## config.mk

```make
export PLATFORM = sky130hd
export DESIGN_NAME = note_sequencer
export DESIGN_NICKNAME = d
export VERILOG_FILES = /design/src/rtl/music_pkg.sv /design/src/rtl/seq_beat_counter.sv /design/src/rtl/note_sequencer.sv
export SDC_FILE = /design/constraint.sdc
export NUM_CORES = 1
export LEC_CHECK = 0
export ABC_AREA = 1
export BUFFER_PORTS_ARGS = -buffer_cell sky130_fd_sc_hd__buf_4
export CAP_MARGIN = 0
export CORE_MARGIN = 5
export CORE_UTILIZATION = 59
export CTS_BUF_LIST = sky130_fd_sc_hd__clkbuf_16
export CTS_CLUSTER_SIZE = 8
export DETAILED_ROUTE_END_ITERATION = 10
export PLACE_DENSITY = 0.85
export REMOVE_ABC_BUFFERS = 1
export SLEW_MARGIN = 10
export SYNTH_ARGS = -nofsm -noshare
export SYNTH_HDL_FRONTEND = slang
export SYNTH_SLANG_ARGS = --single-unit
```

## constraint.sdc

```tcl
create_clock -name clk -period 3.05 [get_ports clk]
set_clock_uncertainty 0.05 [all_clocks]
set_input_delay 0.4575 -clock clk [delete_from_list [all_inputs] [get_ports clk]]
set_output_delay 0.4575 -clock clk [all_outputs]
set_load 0.005 [all_outputs]
```

## src/rtl/music_pkg.sv

```systemverilog
// Shared types and constants for the music datapath controllers.
// Song ROM entries are packed {note, dur}; dur occupies the low bits.
package music_pkg;

  typedef enum logic [2:0] {
    S_IDLE,
    S_FETCH,
    S_LOAD,
    S_PLAY,
    S_PAUSED,
    S_END
  } seq_state_t;

  localparam int NOTE_REST = 0;
  localparam int DUR_END   = 0;

  localparam int ADDR_W_DEF = 8;
  localparam int NOTE_W_DEF = 5;
  localparam int DUR_W_DEF  = 4;

  localparam int DUR_LSB  = 0;
  localparam int NOTE_LSB = DUR_LSB + DUR_W_DEF;

endpackage

```

## src/rtl/seq_beat_counter.sv

```systemverilog
// Remaining-beat down-counter for the note sequencer, plus a one-deep pending
// flag that remembers a beat which arrived while the next entry was being fetched.
module seq_beat_counter #(
  parameter int DUR_W = 4
) (
  input  logic             clk,
  input  logic             rst_n,
  input  logic             clr_i,
  input  logic             load_i,
  input  logic [DUR_W-1:0] dur_i,
  input  logic             run_i,
  input  logic             beat_i,
  input  logic             pend_set_i,
  output logic             last_o
);

  logic [DUR_W-1:0] remaining_q, remaining_d;
  logic             pending_q, pending_d;
  logic             tick;

  // A held-over beat is consumed on the first cycle the counter runs again.
  assign tick   = run_i & (beat_i | pending_q);
  assign last_o = tick & (remaining_q == DUR_W'(1));

  always_comb begin
    remaining_d = remaining_q;
    pending_d   = pending_q;
    if (clr_i) begin
      remaining_d = '0;
      pending_d   = 1'b0;
    end else if (load_i) begin
      remaining_d = dur_i;
      pending_d   = pending_q | pend_set_i;
    end else if (tick) begin
      if (remaining_q != '0) remaining_d = remaining_q - DUR_W'(1);
      pending_d = 1'b0;
    end else if (pend_set_i) begin
      pending_d = 1'b1;
    end
  end

  always_ff @(posedge clk or negedge rst_n) begin
    if (!rst_n) begin
      remaining_q <= '0;
      pending_q   <= 1'b0;
    end else begin
      remaining_q <= remaining_d;
      pending_q   <= pending_d;
    end
  end

endmodule

```

## src/rtl/note_sequencer.sv

```systemverilog
// Walks the song ROM and times each note in beats; gates beat_generator via beat_en.
// NOTE_SEQ_LOOP_EN: end of song restarts at address 0 instead of parking in END.
//
// state  | meaning
// IDLE   | stopped, address 0, all outputs low
// FETCH  | rom_addr presented, waiting for ROM read latency
// LOAD   | rom_data valid: decode note/dur or end of song
// PLAY   | note sounding, beats counted down
// PAUSED | playback frozen, note and remaining beats held
// END    | song finished, waiting for play or stop
module note_sequencer
  import music_pkg::*;
#(
  parameter int ADDR_W = ADDR_W_DEF,
  parameter int NOTE_W = NOTE_W_DEF,
  parameter int DUR_W  = DUR_W_DEF
) (
  input  logic                    clk,
  input  logic                    rst_n,
  input  logic                    play,
  input  logic                    pause,
  input  logic                    stop,
  input  logic                    beat,
  output logic                    beat_en,
  output logic [ADDR_W-1:0]       rom_addr,
  input  logic [NOTE_W+DUR_W-1:0] rom_data,
  output logic [NOTE_W-1:0]       note,
  output logic                    note_valid,
  output logic                    busy,
  output logic                    done
);

  localparam logic [ADDR_W-1:0] AddrMax = '1;
`ifdef NOTE_SEQ_LOOP_EN
  localparam bit LoopEn = 1'b1;
`else
  localparam bit LoopEn = 1'b0;
`endif

  seq_state_t        state_q;
  logic [ADDR_W-1:0] addr_q;
  logic [NOTE_W-1:0] note_q;
  logic              note_valid_q;
  logic              beat_en_q;
  logic              done_q;
  logic              pause_pend_q;

  logic [NOTE_W-1:0] rom_note;
  logic [DUR_W-1:0]  rom_dur;
  logic              is_load, is_play, is_fetching;
  logic              dur_is_end, last;
  logic              song_end, empty_song, loop_back, go_end;
  logic              pause_req;

  assign rom_note = rom_data[DUR_LSB+DUR_W +: NOTE_W];
  assign rom_dur  = rom_data[DUR_LSB +: DUR_W];

  assign is_load     = (state_q == S_LOAD);
  assign is_play     = (state_q == S_PLAY);
  assign is_fetching = (state_q == S_FETCH) || (state_q == S_LOAD);

  // Running off the last address counts as end of song; the address never wraps.
  assign dur_is_end = (rom_dur == DUR_W'(DUR_END));
  assign song_end   = (is_load & dur_is_end) | (is_play & last & (addr_q == AddrMax));
  assign empty_song = is_load & dur_is_end & (addr_q == '0);
  assign loop_back  = LoopEn & song_end & ~empty_song;
  assign go_end     = song_end & ~loop_back;
  assign pause_req  = pause | pause_pend_q;

  seq_beat_counter #(.DUR_W(DUR_W)) u_beat_counter (
    .clk       (clk),
    .rst_n     (rst_n),
    .clr_i     (stop | go_end),
    .load_i    (is_load & ~dur_is_end),
    .dur_i     (rom_dur),
    .run_i     (is_play),
    .beat_i    (beat),
    .pend_set_i(beat & beat_en_q & is_fetching),
    .last_o    (last)
  );

  always_ff @(posedge clk or negedge rst_n) begin
    if (!rst_n) begin
      state_q      <= S_IDLE;
      addr_q       <= '0;
      note_q       <= '0;
      note_valid_q <= 1'b0;
      beat_en_q    <= 1'b0;
      done_q       <= 1'b0;
      pause_pend_q <= 1'b0;
    end else begin
      done_q <= 1'b0;
      if (stop) begin
        state_q      <= S_IDLE;
        addr_q       <= '0;
        note_q       <= '0;
        note_valid_q <= 1'b0;
        beat_en_q    <= 1'b0;
        pause_pend_q <= 1'b0;
      end else if (song_end) begin
        done_q       <= 1'b1;
        pause_pend_q <= 1'b0;
        if (loop_back) begin
          state_q <= S_FETCH;
          addr_q  <= '0;
        end else begin
          state_q      <= S_END;
          note_valid_q <= 1'b0;
          beat_en_q    <= 1'b0;
        end
      end else begin
        case (state_q)
          S_IDLE, S_END: begin
            if (play && !pause) begin
              state_q      <= S_FETCH;
              addr_q       <= '0;
              beat_en_q    <= 1'b0;
              pause_pend_q <= 1'b0;
            end
          end
          S_FETCH: begin
            state_q <= S_LOAD;
            if (pause) pause_pend_q <= 1'b1;
          end
          S_LOAD: begin
            state_q      <= S_PLAY;
            note_q       <= rom_note;
            note_valid_q <= (rom_note != NOTE_W'(NOTE_REST));
            beat_en_q    <= 1'b1;
            if (pause) pause_pend_q <= 1'b1;
          end
          S_PLAY: begin
            // The final beat wins over a pause; the pause is carried across the fetch.
            if (last) begin
              state_q      <= S_FETCH;
              addr_q       <= addr_q + ADDR_W'(1);
              pause_pend_q <= pause_req;
            end else if (pause_req) begin
              state_q      <= S_PAUSED;
              beat_en_q    <= 1'b0;
              note_valid_q <= 1'b0;
              pause_pend_q <= 1'b0;
            end
          end
          S_PAUSED: begin
            if (play && !pause) begin
              state_q      <= S_PLAY;
              beat_en_q    <= 1'b1;
              note_valid_q <= (note_q != NOTE_W'(NOTE_REST));
            end
          end
          default: state_q <= S_IDLE;
        endcase
      end
    end
  end

  assign beat_en    = beat_en_q;
  assign rom_addr   = addr_q;
  assign note       = note_q;
  assign note_valid = note_valid_q;
  assign done       = done_q;
  assign busy       = (state_q == S_FETCH) || (state_q == S_LOAD) ||
                      (state_q == S_PLAY)  || (state_q == S_PAUSED);

endmodule
```

# Yosys cells after proc, flatten, opt, wreduce, memory -nomap -nowiden
# Index checks and enable logic that the tools add are counted.
[classes] bitwise=14 n_reduce_logical=27 n_eq_ne=16 mux=41 n_addsub=2
[ops] op="$mux 8" n=4
[ops] op="$reduce_bool 5->1" n=4
[ops] op="$mux 1" n=19
[ops] op="$mux 3" n=6
[ops] op="$mux 4" n=4
[ops] op="$pmux 8 s2" n=1
[ops] op="$mux 5" n=3
[ops] op="$pmux 3 s5" n=1
[ops] op="$reduce_and 4->1" n=3
[ops] op="$reduce_bool 3->1" n=3
[ops] op="$add 8x1->8 const B" n=1
[ops] op="$and 1x1->1" n=8
[ops] op="$eq 8x8->1 const B" n=1
[ops] op="$ne 4x4->1 const B" n=2
[ops] op="$reduce_bool 4->1" n=2
[ops] op="$eq 3x2->1 const B" n=2
[ops] op="$eq 3x3->1 const B" n=2
[ops] op="$pmux 1 s3" n=2
[ops] op="$reduce_bool 6->1" n=1
[ops] op="$ne 5x2->1 const B" n=1
[ops] op="$or 1x1->1" n=5
[ops] op="$reduce_and 5->1" n=1
[ops] op="$eq 4x1->1 const B" n=1
[ops] op="$logic_not 4->1" n=1
[ops] op="18 further kinds" n=22
[word_totals] in_bits=15 register_bits=25 elab_cells=109 output_inout_bits=17

# Logic depth before layout (Yosys ltp)
[logic_depth] ltp_word=9 depth_mapped=12 depth_no_buf=11

# By module
# A second synthesis with hierarchy kept.
[hier_totals] hier_cells=262 hier_area_um2=1794.2
[by_module_without_submodules] mod="note_sequencer" area_each_um2=1427.6 cells_per_inst=214 instances=1
[by_module_without_submodules] mod="seq_beat_counter" area_each_um2=366.6 cells_per_inst=48 instances=1

# Worst setup path after synthesis
# OpenSTA, ideal clock, no wires.
[synth_path] path_kind="register to register" from="register u_beat_counter.remaining_q[1]" to="register addr_q[5] (netlist: rom_addr[5])" setup_slack_ns=1.450 t_arrival_ns=1.432 synth_period_minus_slack_ns=1.600 stages_incl_launch_ff=13 setup_time_ns=0.118 cell_sequence="dfrtp_1 -> inv_1 -> ha_1 -> nand3_1 -> inv_1 -> nand2_2 -> nand2_1 -> nand3_1 -> nand2_1 -> nand2_4 -> buf_6 -> nand2_1 -> o21ai_2"
[synth_between] elab_chain_cells=7
[synth_lines] item="start, declared" line_no="seq_beat_counter.sv:17" rtl="logic [DUR_W-1:0] remaining_q, remaining_d;"
[synth_lines] item="start signal, assigned" line_no="seq_beat_counter.sv:47" rtl="remaining_q <= remaining_d;"
[synth_lines] item="$eq 4x1->1 (*)" line_no="seq_beat_counter.sv:23" rtl="assign last_o = tick & (remaining_q == DUR_W'(1));"
[synth_lines] item="$and 1x1->1 (*)" line_no="seq_beat_counter.sv:23"
[synth_lines] item="$and 1x1->1 (2 in a row)" line_no="note_sequencer.sv:64" rtl="assign song_end = (is_load & dur_is_end) | (is_play & last & (addr_q == AddrMax));"
[synth_lines] item="$or 1x1->1" line_no="note_sequencer.sv:64"
[synth_lines] item="$ne 2x2->1 (no line)"
[synth_lines] item="$reduce_and 4->1 (no line) (*)"
[synth_lines] item="end signal, assigned" line_no="note_sequencer.sv:136" rtl="addr_q <= addr_q + ADDR_W'(1);"
[synth_lines] item="end, declared" line_no="note_sequencer.sv:41" rtl="logic [ADDR_W-1:0] addr_q;"
# Mark *: on every way between the ends. The rest lies on a longest branch, timed or not.
# A chain may end at the register's enable or synchronous reset.

# Worst setup path in the final report
[layout_path] from="register state_q[0]" to="register addr_q[0] (netlist: rom_addr[0])"
[layout_between] elab_chain_cells=8
[layout_lines] item="start, declared" line_no="note_sequencer.sv:40" rtl="seq_state_t state_q;"
[layout_lines] item="start signal, assigned" line_no="note_sequencer.sv:84" rtl="state_q <= S_IDLE;"
[layout_lines] item="start signal, assigned" line_no="note_sequencer.sv:94" rtl="state_q <= S_IDLE;"
[layout_lines] item="start signal, assigned" line_no="note_sequencer.sv:104" rtl="state_q <= S_FETCH;"
[layout_lines] item="$eq 3x2->1" line_no="note_sequencer.sv:59, note_sequencer.sv:112"
[layout_lines] item="$and 1x1->1" line_no="seq_beat_counter.sv:22" rtl="assign tick = run_i & (beat_i | pending_q);"
[layout_lines] item="$and 1x1->1" line_no="seq_beat_counter.sv:23"
[layout_lines] item="$and 1x1->1 (2 in a row)" line_no="note_sequencer.sv:64"
[layout_lines] item="$or 1x1->1" line_no="note_sequencer.sv:64"
[layout_lines] item="$ne 2x2->1 (no line)"
[layout_lines] item="$reduce_and 4->1 (no line)"
# Parallel ways exist; a longest one is shown, timed or not. The select of a mux whose other input is x is not followed.

==> impl_metrics.tcl <==
set metrics [dict create \
    status "completed" \
    drc_errors 0 \
    critPathLaunch "state_q[0]" \
    cts_buffers 3 \
    nets 293 \
    finalSetupViolations 0 \
    crit_type "register to register" \
    max_freq_mhz 528.4 \
    vias 1684 \
    drtIter0Drc 125 \
    coreArea_um2 2758 \
    worstSkewPairLatency_ns 0.26 \
    r2r-end "rom_addr[0]" \
    hold_viol 0 \
    p_sw_w 0.0005390 \
    cts_buffer_depth 2 \
    seqPwrFrac_pct 34.4 \
    reg2reg_depth 10 \
    hold_buffers 0 \
    slew_headroom_pct 64.09 \
    endpoint "rom_addr[0]" \
    critPathSlowestCell "dfrtp_1" \
    synthDominantCellAreaShare_pct 36.60 \
    worstPathMaxFanout 14 \
    dr.max_layer_used "met4" \
    io_pins 32 \
    tightest_slew_ns 0.5380 \
    htree_levels 1 \
    p_int_w 0.0007905 \
    clk_pin_slew_worst_paths_ns 0.06 \
    cp_top_family "simple AND/OR/NAND/NOR gates" \
    cellLeakagePower_nw 1.107 \
    netlist_instances 243 \
    routed_wl_um 3966 \
    layout_common_cells "nand2_1 (66), nand3_1 (33), inv_1 (31), buf_4 (31), dfrtp_1 (25)" \
    wl_met3_um 296 \
    seq_area_um2 625.6 \
    required_ns 3.17 \
    avgSynthCellArea_um2 7.033 \
    overflow 0 \
    synthArstFlopShare_pct 100.0 \
    ys_seq_area_share_pct 36.60 \
    arrival_ns 2.01 \
    cts_resized 0 \
    synth_warnings 0 \
    grt_pass1_wl_um 6762 \
    port_buffers 31 \
    n_antenna_cell 0 \
    multi_input_area_um2 920.9 \
    path_buf_inv 0 \
    met2_length_um 1885 \
    synth_area_leaders "dfrtp_1 (37%), nand2_1 (14%), nand3_1 (9.7%), inv_1 (6.6%), nor2_1 (4.2%)" \
    rrSetupSlack_ns 1.16 \
    reg2reg_from "state_q[0]" \
    final-max-slew-violation-count 0 \
    crit_chain "nand2_2 > nor2_4 > nand2_2 > nor2_4 > nand2_2 > nand2_2 > nand2_4 > nand2_4 > nand2_1 > o21ai_0" \
    setup_tns_ns 0 \
    cpMostUsedCell "nand2_2" \
    comb_power_share_pct 43.6 \
    powerDensity_nw_per_um2 657.9 \
    rsz0062_at_grt "false" \
    hold_class "input port to async pin" \
    drive_gt1_share_pct 21.61 \
    pwr-share-clk_pct 21.9 \
    cts_tree "built" \
    yosys_register_bits 25 \
    critPathMaxStageDelay_ns 0.50 \
    first_pass_iters 4 \
    path_depth 10 \
    fin_crit_ns 1.892 \
    syn_to_final_growth_pct 18.23 \
    final_cells 304 \
    final_common_cell "nand2_1" \
    grt_max_degree 26 \
    fin_crit_sh_pct 62.05 \
    dp_hpwl_um 3003 \
    synthFlopType "dfrtp_1" \
    row_count 19 \
    synth_area_um2 1709 \
    synth_largest_area_cell "dfrtp_1" \
    maxCapViolations 0 \
    met1_length_um 1723 \
    clock-root-buffer "clkbuf_16" \
    initial_core_util_pct 61.98 \
    netSwitchingFraction_pct 40.54 \
    die_w_um 63.82 \
    grt_use_total_pct 20.20 \
    final_antenna_net_count 0 \
    grt_pass1_vias 1576 \
    crit_path_start_kind "register" \
    wl_per_cell_um 13.05 \
    antenna_found_initial 0 \
    end_kind "register" \
    post-route-util_pct 73.28 \
    ys_types 28 \
    die_height_um 63.82 \
    vdd_drop_max_mv 0.6115 \
    dieArea_um2 4073 \
    nFillCells 255 \
    cts_sinks 25 \
    cts_setup_buffers 0 \
    synth_edf_count 0 \
    dp.cells 300 \
    viasPerCell 5.539 \
    gp_congestion 0.9073 \
]
==> logic make-up (layout without fill, tap and decap cells) <==
family | Yosys count | in the layout | synth area share [%]
xor+xnor | 2 | 2 | 1.025
simple gates | 144 | 144 | 39.46
fa+ha+maj | 4 | 4 | 2.928
flops | 25 | 25 | 36.60
compound gates | 30 | 30 | 10.47
buf+inv | 38 | 68 | 9.516
==> stage by stage <==
| step | setup slack, ns | power [W] | cell area (um2) | hold slack, ns |
|---|---|---|---|---|
| after global placement | 1.200 | 0.001031 | 1942 | 0.3261 |
| after global routing | 0.9369 | 0.001434 | 2021 | 0.07054 |
| after detailed placement | 1.170 | 0.001034 | 1942 | 0.3252 |
| final | 1.158 | 0.001330 | 2021 | 0.04024 |
| after CTS | 1.157 | 0.001330 | 2021 | 0.04852 |
| after floorplan | 1.490 | 0.0008633 | 1670 | 0.1119 |
==> sequential cells by signal (all words and copies together) (netlist names) <==
name / flops
rom_addr: 8
note: 5
u_beat_counter.remaining_q: 4
state_q: 3
beat_en: 1
done: 1
note_valid: 1
pause_pend_q: 1
u_beat_counter.pending_q: 1
==> worst register-to-register path, cell delays in order (launching register included) <==
cell     delay (ns)
dfrtp_1        0.50
nand2_2        0.11
nor2_4         0.26
nand2_2        0.12
nor2_4         0.15
nand2_2        0.10
nand2_2        0.09
nand2_4        0.06
nand2_4        0.20
nand2_1        0.08
o21ai_0        0.09
==> how the worst min path moves through the flow <==
| stage | to | slack, ns | cells after the start |
|---|---|---|---|
| 2_1_floorplan | beat_en | 0.11 | 0 |
| 3_3_place_gp | rom_addr[3] | 0.33 | 1 |
| 3_5_place_dp | rom_addr[3] | 0.33 | 1 |
| 4_1_cts | rom_addr[3] | 0.05 | 1 |
| 5_1_grt | rom_addr[3] | 0.07 | 1 |
| 6_report | rom_addr[4] | 0.04 | 1 |
==> power by group through the flow <==
stage / clock, W / sequential, W / combinational (W)
final: 0.000291 / 0.000458 / 0.000580
after global routing: 0.000306 / 0.000468 / 0.000660
after CTS: 0.000293 / 0.000457 / 0.000580
after detailed placement: 0 / 0.000462 / 0.000572
after global placement: 0 / 0.000460 / 0.000571
after floorplan: 0 / 0.000453 / 0.000410
==> Yosys cell counts, types with 2 or more instances <==
cell,instances
nand2_2,5
inv_2,3
nand2_1,66
a21oi_1,8
nor2_4,2
dfrtp_1,25
nor2_2,2
ha_1,4
or2_2,3
nand3_1,33
nor2_1,19
o21ai_1,4
buf_6,2
nand2_4,2
inv_1,30
nand4_1,10
o21ai_2,6
o21ai_0,9
==> final cells by class <==
| cell class | count | share of cell area (%) |
|---|---|---|
| clock buffer | 3 | 3.715 |
| tap | 31 | 1.920 |
| clock inverter | 1 | 0.1858 |
| sequential | 25 | 30.96 |
| inverter | 33 | 6.130 |
| timing repair buffer | 31 | 11.52 |
| multi-input combinational | 180 | 45.57 |
==> layer usage <==
metal	vias up	global-route usage, %
met1	768	26.49
met5	-	0
met3	10	3.327
met4	0	7.273
met2	60	33.42
li1	846	-
(Power assumes the default switching activity.)
